`config.mk`:
```
export PLATFORM = sky130hd
export DESIGN_NAME = ram_march_master_flat
export DESIGN_NICKNAME = d
export VERILOG_FILES = /design/src/rtl/ram_test_pkg.sv /design/src/rtl/ram_march_master_if.sv /design/src/rtl/ram_check_pipe.sv /design/src/rtl/ram_march_master.sv /design/src/flat_wrapper.sv
export SDC_FILE = /design/constraint.sdc
export NUM_CORES = 1
export LEC_CHECK = 0
export BUFFER_PORTS_ARGS = -buffer_cell sky130_fd_sc_hd__buf_2
export CAP_MARGIN = 20
export CORE_MARGIN = 4
export CORE_UTILIZATION = 38
export DETAILED_ROUTE_END_ITERATION = 12
export PLACE_DENSITY = 0.59
export SYNTH_ARGS = -nofsm -noshare
export SYNTH_HDL_FRONTEND = slang
export SYNTH_HIERARCHICAL = 1
export SYNTH_SLANG_ARGS = --single-unit
export TNS_END_PERCENT = 50
```
`constraint.sdc`:
```
create_clock -name clk -period 2.3 [get_ports clk]
set_input_delay 0.46 -clock clk [delete_from_list [all_inputs] [get_ports clk]]
set_output_delay 0.46 -clock clk [all_outputs]
set_load 0.02 [all_outputs]
```
`src/rtl/ram_test_pkg.sv`:
```
// Shared types and pattern generator for the RAM march test master.
// Pure definitions; no latency, no backpressure.
package ram_test_pkg;

    localparam int ERR_CNT_W = 16;

    typedef enum logic [2:0] {
        ST_IDLE  = 3'd0,
        ST_WRITE = 3'd1,
        ST_READ  = 3'd2,
        ST_DRAIN = 3'd3,
        ST_DONE  = 3'd4
    } state_e;

    // Address bit 8 folds into the byte so both RAM halves get distinct data.
    function automatic logic [7:0] pat(input logic [8:0] a, input logic [7:0] seed, input logic p);
        return (a[7:0] ^ seed ^ {8{a[8]}}) ^ {8{p}};
    endfunction

endpackage

```
`src/rtl/ram_march_master_if.sv`:
```
// CPU-side memory bus between the march master and the block RAM.
// Plain wires; read data returns one cycle after the address, no backpressure.
interface ram_march_master_if #(
    parameter int ADDR_W = 9,
    parameter int DATA_W = 8
);
    logic [ADDR_W-1:0] AB;
    logic [DATA_W-1:0] DO;
    logic [DATA_W-1:0] DI;
    logic              CS;
    logic              WE;

    modport master (output AB, output DO, output CS, output WE, input DI);
    modport slave  (input AB, input DO, input CS, input WE, output DI);
endinterface

```
`src/rtl/ram_check_pipe.sv`:
```
// Read-return stage: compares DI one cycle after each read, counts and logs miscompares.
// Results land one cycle after the data returns; no backpressure.
module ram_check_pipe
    import ram_test_pkg::*;
#(
    parameter int ADDR_W = 9,
    parameter int DATA_W = 8
) (
    input  logic                 clk,
    input  logic                 reset,
    input  logic                 clear,
    input  logic                 rd_vld,
    input  logic [ADDR_W-1:0]    rd_addr,
    input  logic [DATA_W-1:0]    di,
    input  logic [7:0]           seed,
    input  logic                 pass,
    output logic                 error,
    output logic [ERR_CNT_W-1:0] err_count,
    output logic [ADDR_W-1:0]    fail_addr,
    output logic [DATA_W-1:0]    fail_data
);

    logic              vld_q;
    logic [ADDR_W-1:0] addr_q;
    logic [DATA_W-1:0] exp_dat;
    logic              miss;

    assign exp_dat = DATA_W'(pat(9'(addr_q), seed, pass));
    assign miss    = vld_q && (di != exp_dat);

    always_ff @(posedge clk) begin
        if (reset || clear) begin
            vld_q     <= 1'b0;
            addr_q    <= '0;
            error     <= 1'b0;
            err_count <= '0;
            fail_addr <= '0;
            fail_data <= '0;
        end else begin
            vld_q  <= rd_vld;
            addr_q <= rd_addr;
            if (miss) begin
                error <= 1'b1;
                if (err_count != '1)
                    err_count <= err_count + 1'b1;
                // error still low means this is the first miscompare of the run
                if (!error) begin
                    fail_addr <= addr_q;
                    fail_data <= di;
                end
            end
        end
    end

endmodule

```
`src/rtl/ram_march_master.sv`:
```
// Two-pass write/read-verify march over the block RAM, one access per cycle.
// Busy for 2*(2*DEPTH+1) cycles per run; start is ignored while busy.
module ram_march_master
    import ram_test_pkg::*;
#(
    parameter int ADDR_W = 9,
    parameter int DATA_W = 8,
    parameter int DEPTH  = 512
) (
    input  logic                 clk,
    input  logic                 reset,
    input  logic                 start,
    input  logic [7:0]           seed,
    output logic                 busy,
    output logic                 done,
    output logic                 error,
    output logic [ERR_CNT_W-1:0] err_count,
    output logic [ADDR_W-1:0]    fail_addr,
    output logic [DATA_W-1:0]    fail_data,
    ram_march_master_if.master   bus
);

    localparam logic [ADDR_W:0] TERM_CNT = (ADDR_W+1)'(DEPTH);

    state_e          state;
    logic [ADDR_W:0] addr;
    logic [ADDR_W:0] addr_inc;
    logic            last;
    logic            pass;
    logic [7:0]      seed_q;
    logic            start_ok;

    assign start_ok = start && (state == ST_IDLE || state == ST_DONE);
    assign addr_inc = addr + 1'b1;
    assign last     = (addr_inc == TERM_CNT);
    // addr holds the location currently on the bus; it parks at DEPTH-1 after the last read
    assign bus.AB   = addr[ADDR_W-1:0];

    always_ff @(posedge clk) begin
        if (reset) begin
            state  <= ST_IDLE;
            addr   <= '0;
            pass   <= 1'b0;
            seed_q <= '0;
            busy   <= 1'b0;
            done   <= 1'b0;
            bus.CS <= 1'b0;
            bus.WE <= 1'b0;
            bus.DO <= '0;
        end else begin
            case (state)
                ST_IDLE, ST_DONE: begin
                    if (start_ok) begin
                        state  <= ST_WRITE;
                        seed_q <= seed;
                        pass   <= 1'b0;
                        addr   <= '0;
                        busy   <= 1'b1;
                        done   <= 1'b0;
                        bus.CS <= 1'b1;
                        bus.WE <= 1'b1;
                        bus.DO <= DATA_W'(pat(9'd0, seed, 1'b0));
                    end
                end
                ST_WRITE: begin
                    if (last) begin
                        state  <= ST_READ;
                        addr   <= '0;
                        bus.WE <= 1'b0;
                    end else begin
                        addr   <= addr_inc;
                        bus.DO <= DATA_W'(pat(9'(addr_inc), seed_q, pass));
                    end
                end
                ST_READ: begin
                    if (last) begin
                        state  <= ST_DRAIN;
                        bus.CS <= 1'b0;
                    end else begin
                        addr <= addr_inc;
                    end
                end
                ST_DRAIN: begin
                    if (!pass) begin
                        state  <= ST_WRITE;
                        pass   <= 1'b1;
                        addr   <= '0;
                        bus.CS <= 1'b1;
                        bus.WE <= 1'b1;
                        bus.DO <= DATA_W'(pat(9'd0, seed_q, 1'b1));
                    end else begin
                        state <= ST_DONE;
                        busy  <= 1'b0;
                        done  <= 1'b1;
                    end
                end
                default: state <= ST_IDLE;
            endcase
        end
    end

    ram_check_pipe #(.ADDR_W(ADDR_W), .DATA_W(DATA_W)) u_check (
        .clk       (clk),
        .reset     (reset),
        .clear     (start_ok),
        .rd_vld    (bus.CS & ~bus.WE),
        .rd_addr   (bus.AB),
        .di        (bus.DI),
        .seed      (seed_q),
        .pass      (pass),
        .error     (error),
        .err_count (err_count),
        .fail_addr (fail_addr),
        .fail_data (fail_data)
    );

endmodule
```
`src/flat_wrapper.sv`:
```
// flat-port wrapper written by rule: the top's interface ports become plain ports
module ram_march_master_flat import ram_test_pkg::*;
#(
    parameter int ADDR_W = 9,
    parameter int DATA_W = 8,
    parameter int DEPTH  = 512
)
  (clk, reset, start, seed, busy, done, error, err_count, fail_addr, fail_data, bus_AB, bus_DO, bus_CS, bus_WE, bus_DI);
  ram_march_master_if #(.ADDR_W(ADDR_W), .DATA_W(DATA_W)) bus_i ();
  input  logic clk;
  input  logic reset;
  input  logic start;
  input  logic [7:0] seed;
  output logic busy;
  output logic done;
  output logic error;
  output logic [ERR_CNT_W-1:0] err_count;
  output logic [ADDR_W-1:0] fail_addr;
  output logic [DATA_W-1:0] fail_data;
  output wire logic [$bits(bus_i.AB)-1:0] bus_AB;
  output wire logic [$bits(bus_i.DO)-1:0] bus_DO;
  output wire logic [$bits(bus_i.CS)-1:0] bus_CS;
  output wire logic [$bits(bus_i.WE)-1:0] bus_WE;
  input wire logic [$bits(bus_i.DI)-1:0] bus_DI;
  assign bus_AB = bus_i.AB;
  assign bus_DO = bus_i.DO;
  assign bus_CS = bus_i.CS;
  assign bus_WE = bus_i.WE;
  assign bus_i.DI = bus_DI;
  ram_march_master #(.ADDR_W(ADDR_W), .DATA_W(DATA_W), .DEPTH(DEPTH)) u_core (.clk(clk), .reset(reset), .start(start), .seed(seed), .busy(busy), .done(done), .error(error), .err_count(err_count), .fail_addr(fail_addr), .fail_data(fail_data), .bus(bus_i));
endmodule
```
Yosys cells after proc, flatten, opt, wreduce, memory -nomap -nowiden
Cells that the tools add are included.
Storage, ports and cells
  output and inout bits: 55
  flip-flop bits (word level): 78
Cells by class
  bitwise logic cells: 10
  $add $sub $neg: 2
  eq/ne operators: 14
  reductions and logical operators: 20
  muxes and demuxes: 25
Operator list (count)
  $xor 8x8->8: 6
  $mux 10: 4
  $pmux 10 s4: 1
  $mux 8: 3
  $pmux 8 s3: 1
  $add 16x1->16 const B: 1
  $ne 16x16->1 const B: 1
  $reduce_and 4->1: 4
  $mux 3: 4
  $pmux 3 s4: 1
  $add 10x1->10 const B: 1
  $eq 10x10->1 const B: 1
  $ne 2x2->1 const B: 4
  $ne 8x8->1: 1
  $not 8->8: 1
  $reduce_and 2->1: 4
  $eq 3x2->1 const B: 2
  $mux 1: 6
  $ne 2x1->1 const B: 3
  $pmux 1 s2: 3
  $pmux 1 s3: 2
  $reduce_and 3->1: 2
  $reduce_bool 3->1: 2
  $reduce_bool 4->1: 1
  other kinds (9): 12

Longest topological paths before layout
  depth after elaboration: 6
  mapped depth: 11
  depth with buffers taken out: 8

Cells and area by module
Netlist, hierarchy kept.
By module, submodules not included
  ram_march_master: times used 1, sequential area each 680.7 µm², area each 2249.7 µm², cells an instance 281
  ram_check_pipe: times used 1, sequential area each 880.8 µm², area each 1991.9 µm², cells an instance 202

Least setup slack after synthesis
Ideal clock, no wire load.
  path type: register to register
  start point: register u_core.addr[1]
  end point: register u_core.bus.DO[1]
  data required time: 2.161 ns
  period minus slack after synthesis: 2.370 ns
  stages on the path, launching flop included: 11
  data arrival time: 2.232 ns
  buffers on the path: 2
  slack: -0.070 ns
  path through: dfxtp_1 ha_1 buf_4 nand4_4 or2_4 a211o_1 a211oi_4 a21boi_4 buf_6 nor2_1 a211oi_2
Between the ends
  longest elaborated chain between the ends: 6
  elaborated cells between the ends (all ways): 9
Ends and longest elaborated chain
  start, declared: RTL line ram_march_master.sv:26  | logic [ADDR_W:0] addr;
  start signal, assigned: RTL line ram_march_master.sv:71  | addr <= addr_inc;
  start signal, assigned: RTL line ram_march_master.sv:80  | addr <= addr_inc;
  $add 10x1->10 *: RTL line ram_march_master.sv:34  | assign addr_inc = addr + 1'b1;
  $xor 8x8->8 (3 in a row): RTL line ram_test_pkg.sv:17  | return (a[7:0] ^ seed ^ {8{a[8]}}) ^ {8{p}};
  $mux 8: RTL line ram_march_master.sv:66  | if (last) begin
  $pmux 8 s3: RTL line ram_march_master.sv:51  | case (state)
  end signal, assigned: RTL line ram_march_master.sv:62  | bus.DO <= DATA_W'(pat(9'd0, seed, 1'b0));
  end signal, assigned: RTL line ram_march_master.sv:72  | bus.DO <= DATA_W'(pat(9'(addr_inc), seed_q, pass));
  end signal, assigned: RTL line ram_march_master.sv:90  | bus.DO <= DATA_W'(pat(9'd0, seed_q, 1'b1));
  end, declared: RTL line ram_march_master_if.sv:13  | modport master (output AB, output DO, output CS, output WE, input DI);
Mark *: on every way between the ends. The rest lies on a longest branch, timed or not. The select of a mux whose other input is x is not followed.
A chain may end at the register's enable or synchronous reset.

Worst setup path after layout
  start point: register u_core.u_check.addr_q[7]
  end point: register u_core.u_check.err_count[14]
Between the ends
  longest elaborated chain between the ends: 6
Ends and longest elaborated chain
  start, declared: RTL line ram_check_pipe.sv:24  | logic [ADDR_W-1:0] addr_q;
  start signal, assigned: RTL line ram_check_pipe.sv:41  | addr_q <= rd_addr;
  $xor 8x8->8 (3 in a row): RTL line ram_test_pkg.sv:17
  $ne 8x8->1: RTL line ram_check_pipe.sv:29  | assign miss = vld_q && (di != exp_dat);
  $logic_and 1x1->1: RTL line ram_check_pipe.sv:29
  $reduce_and 2->1 (no source line)
  end signal, assigned: RTL line ram_check_pipe.sv:45  | err_count <= err_count + 1'b1;
  end, declared: RTL line ram_check_pipe.sv:18  | output logic [ERR_CNT_W-1:0] err_count,
Every way passes these cells.

==> flow_summary.yaml <==
outcome:
  outcome: "finished, final reports clean"
run:
  maxCapViolCount: 0
grt:
  use_met3_pct: 3.34
  busiest_layer: "met2"
  use_met1_pct: 24.5
  met2_usage_pct: 28.7
  overflow: 0
  grt_pass1_vias: 3595
  antenna_found_initial: 0
  grt_first_pass_wirelength_mm: 18.3
  grt_max_degree: 26
  groute.usage.overall_pct: 18.2
die:
  start_util_pct: 39.0
  die_area_um2: 12900
  die_h_um: 114
  pin_count: 74
  core_area_um2: 10900
  num_rows: 38
  dieWidth_um: 114
placement:
  dp_hpwl_mm: 8.55
  pre_cts_slack_ns: -0.369
  numPortBuffers: 73
  routabilityCongestion: 0.859
sta:
  clock_skew_ns: 0.0141
  rsz0062_at_grt: "no"
  min_period_over_period_pct: 94.8
  period_needed_ns: 2.18
  setup_viol: 0
  setup-tns-final_ns: 0
  maxSlewViolCount: 0
  worst_pin_slew_ns: 0.575
  whs_ns: 0.323
  setup_slack_ns: 0.120
  final-hold-violation-count: 0
  relSlewSlack_pct: 61.4
  clock.fmax_ghz: 0.459
clocking:
  clkSinkCount: 78
  cts_buffers: 9
  clock_path_buffers: 2
  root_buffer: "clkbuf_8"
  hold_buffers: 0
  clkSlewWorstSetupHoldPaths_ns: 0.09
  cts_tree: "yes"
  htree_num_levels: 3
  insertion_delay_ns: 0.39
hold_path:
  min_to: "u_core/seed_q[3]$_SDFFE_PP0P_"
  hold_path_class: "in2reg"
  whs_path_depth: 3
  hold_start: "seed[3]"
route:
  dr.pass1.iters: 4
  drtAntennaViolNets: 0
  drt_iter0_markers: 258
  drc: 0
  vias: 3786
  drt-total-wl_mm: 11.5
  via_per_inst: 5.27
  routedWlPerCell_um: 16.0
final_layout:
  area_growth_pct: 21.5
  layout-drive-gt1-share_pct: 29.6
  fillers: 1078
  n_antenna_cell: 0
  finish.net_count: 594
logic_synthesis:
  yosysSeqAreaShare_pct: 36.8
  syn_nets: 504
  ys_top_cells_by_area: "dfxtp_1, mux2i_1, nand2_1"
  synth_warnings: 6
  postSynthCellCount: 483
  synthTopCellsByCount: "dfxtp_1, nand2_1, nor2_1"
  yosysTopAreaCell: "dfxtp_1"
  synth-edff-count: 0
  yosysTopAreaCellShare_pct: 36.8
  yosysUniqueCellTypes: 62
  synth_ff_type: "dfxtp_1"
  avgSynthCellArea_um2: 8.78
  syn-cell-area_um2: 4240
  synth.most_common_cell: "dfxtp_1"
  async_reset_ff_share_pct: 0
  ys_ff_latch: 78
worst_setup_path:
  startpoint: "u_core/u_check/addr_q[7]$_SDFF_PP0_"
  cp_slowest_cell: "or4_4"
  start_kind: "flip-flop"
  cp.arrival_ns: 2.46
  r2r_slack_ns: 0.12
  crit_family: "simple AND/OR/NAND/NOR gates"
  r2r_start: "u_core/u_check/addr_q[7]$_SDFF_PP0_"
  r2r-end: "u_core/u_check/err_count[14]$_SDFFE_PP0P_"
  slowest_delay_ns: 0.54
  crit_chain: "xnor3_1, or4_4, mux2i_4, and2_4, buf_12, nor4_1, o21a_1"
  crit_buf_inv: 1
  ff2ff_path_depth: 7
  cp_data_required_time_ns: 2.58
  worst-path-max-fanout: 21
  crit_type: "reg2reg"
  critPathCaptureType: "flip-flop"
power:
  ir_worst_vdd_uv: 298
  power.density_nw_per_um2: 557
  leakage_nw: 2.08
## sequential cells by signal, indices dropped and copies added, names as in the netlist
| name | cells |
|---|---|
| u_core/u_check/addr_q | 9 |
| u_core/u_check/err_count | 16 |
| u_core/done | 1 |
| u_core/seed_q | 8 |
| u_core/busy | 1 |
| u_core/addr | 10 |
| u_core/bus.CS | 1 |
| u_core/u_check/vld_q | 1 |
| u_core/bus.DO | 8 |
| u_core/u_check/error | 1 |
| u_core/u_check/fail_addr | 9 |
| u_core/state | 3 |
| u_core/u_check/fail_data | 8 |
| u_core/pass | 1 |
| u_core/bus.WE | 1 |
## through the flow
| stage | area, um2 | utilization (%) | power (mW) | std cells |
|---|---|---|---|---|
| floorplan | 4240 | - | 1.77 | 483 |
| global placement | 4890 | 44.9 | 1.92 | 700 |
| global route | 5150 | 47.3 | 3.00 | 718 |
| CTS | 5110 | 46.9 | 2.88 | 718 |
| detailed placement | 4890 | 44.9 | 1.93 | 700 |
| finish | 5150 | 47.3 | 2.87 | 718 |
## worst reg2reg max path, delay by kind of cell, from the launching register on
family	cells	cell delay, ns
XOR/XNOR	1	0.42
multiplexers	1	0.22
AO/OA/AOI/OAI	1	0.16
flip-flops	1	0.34
buffers and inverters	1	0.14
AND/OR/NAND/NOR	3	0.81
## what timing repair did
item | in CTS | in global routing
setup endpoints to repair | 34 | 28
pin swaps | 1 | 4
setup buffers | 2 | 0
resized for setup | 6 | 12
## layout by cell type, fill, tap and decap left out, types with 10 or more instances in the layout
master / Yosys / layout
a21oi_1: 35 / 34
and2_1: 13 / 12
buf_2: 3 / 73
buf_4: 15 / 42
dfxtp_1: 78 / 72
mux2i_1: 26 / 25
nand2_1: 54 / 54
nand3_1: 14 / 14
nand4_1: 10 / 10
nor2_1: 53 / 52
o21ai_0: 16 / 16
or3_1: 11 / 11
xnor2_1: 12 / 12
## final cells by class
class	instances	area (um2)	share of cell area (%)
clock buffer	9	124	2.40
timing repair buffer	117	721	14.0
tap	140	175	3.40
inverter	6	22.5	0.437
sequential	78	1570	30.5
multi-input combinational	361	2490	48.3
clock inverter	7	51.3	0.996
## power by group
part / switching (mW) / internal (mW) / total (mW)
clock: 0.569 / 0.390 / 0.959
sequential: 0.0424 / 1.40 / 1.44
combinational: 0.272 / 0.200 / 0.473
total: 0.883 / 1.99 / 2.87
## worst max-delay path by stage
stage | slack, ns | endpoint | cells after the start
after detailed placement | -0.37 | u_core/u_check/fail_addr[7]$_SDFFE_PP0P_ | 7
after floorplan | 0.02 | u_core/u_check/fail_addr[0]$_SDFFE_PP0P_ | 8
after global routing | 0.009 | u_core/addr[0]$_SDFFE_PP0P_ | 8
after global placement | -0.25 | u_core/u_check/fail_addr[4]$_SDFFE_PP0P_ | 7
after CTS | 0.02 | u_core/addr[0]$_SDFFE_PP0P_ | 8
final | 0.12 | u_core/u_check/err_count[14]$_SDFFE_PP0P_ | 7
## kinds of logic (layout without fill, tap and decap cells)
logic type	count (synthesis)	in the layout	share of synthesized area, %
compound gates	105	105	17.1
xor+xnor	24	24	7.91
fa+ha+maj	2	2	0.590
buf+inv	44	139	6.37
flops	78	78	36.8
mux	30	30	7.26
simple gates	200	200	24.0
## routing by layer
| metal | wire length, um | vias to the layer above |
|---|---|---|
| li1 | - | 1906 |
| met5 | 0 | - |
| met4 | 194 | 0 |
| met2 | 5260 | 101 |
| met1 | 5290 | 1765 |
| met3 | 712 | 14 |
(Power assumes the default switching activity.)
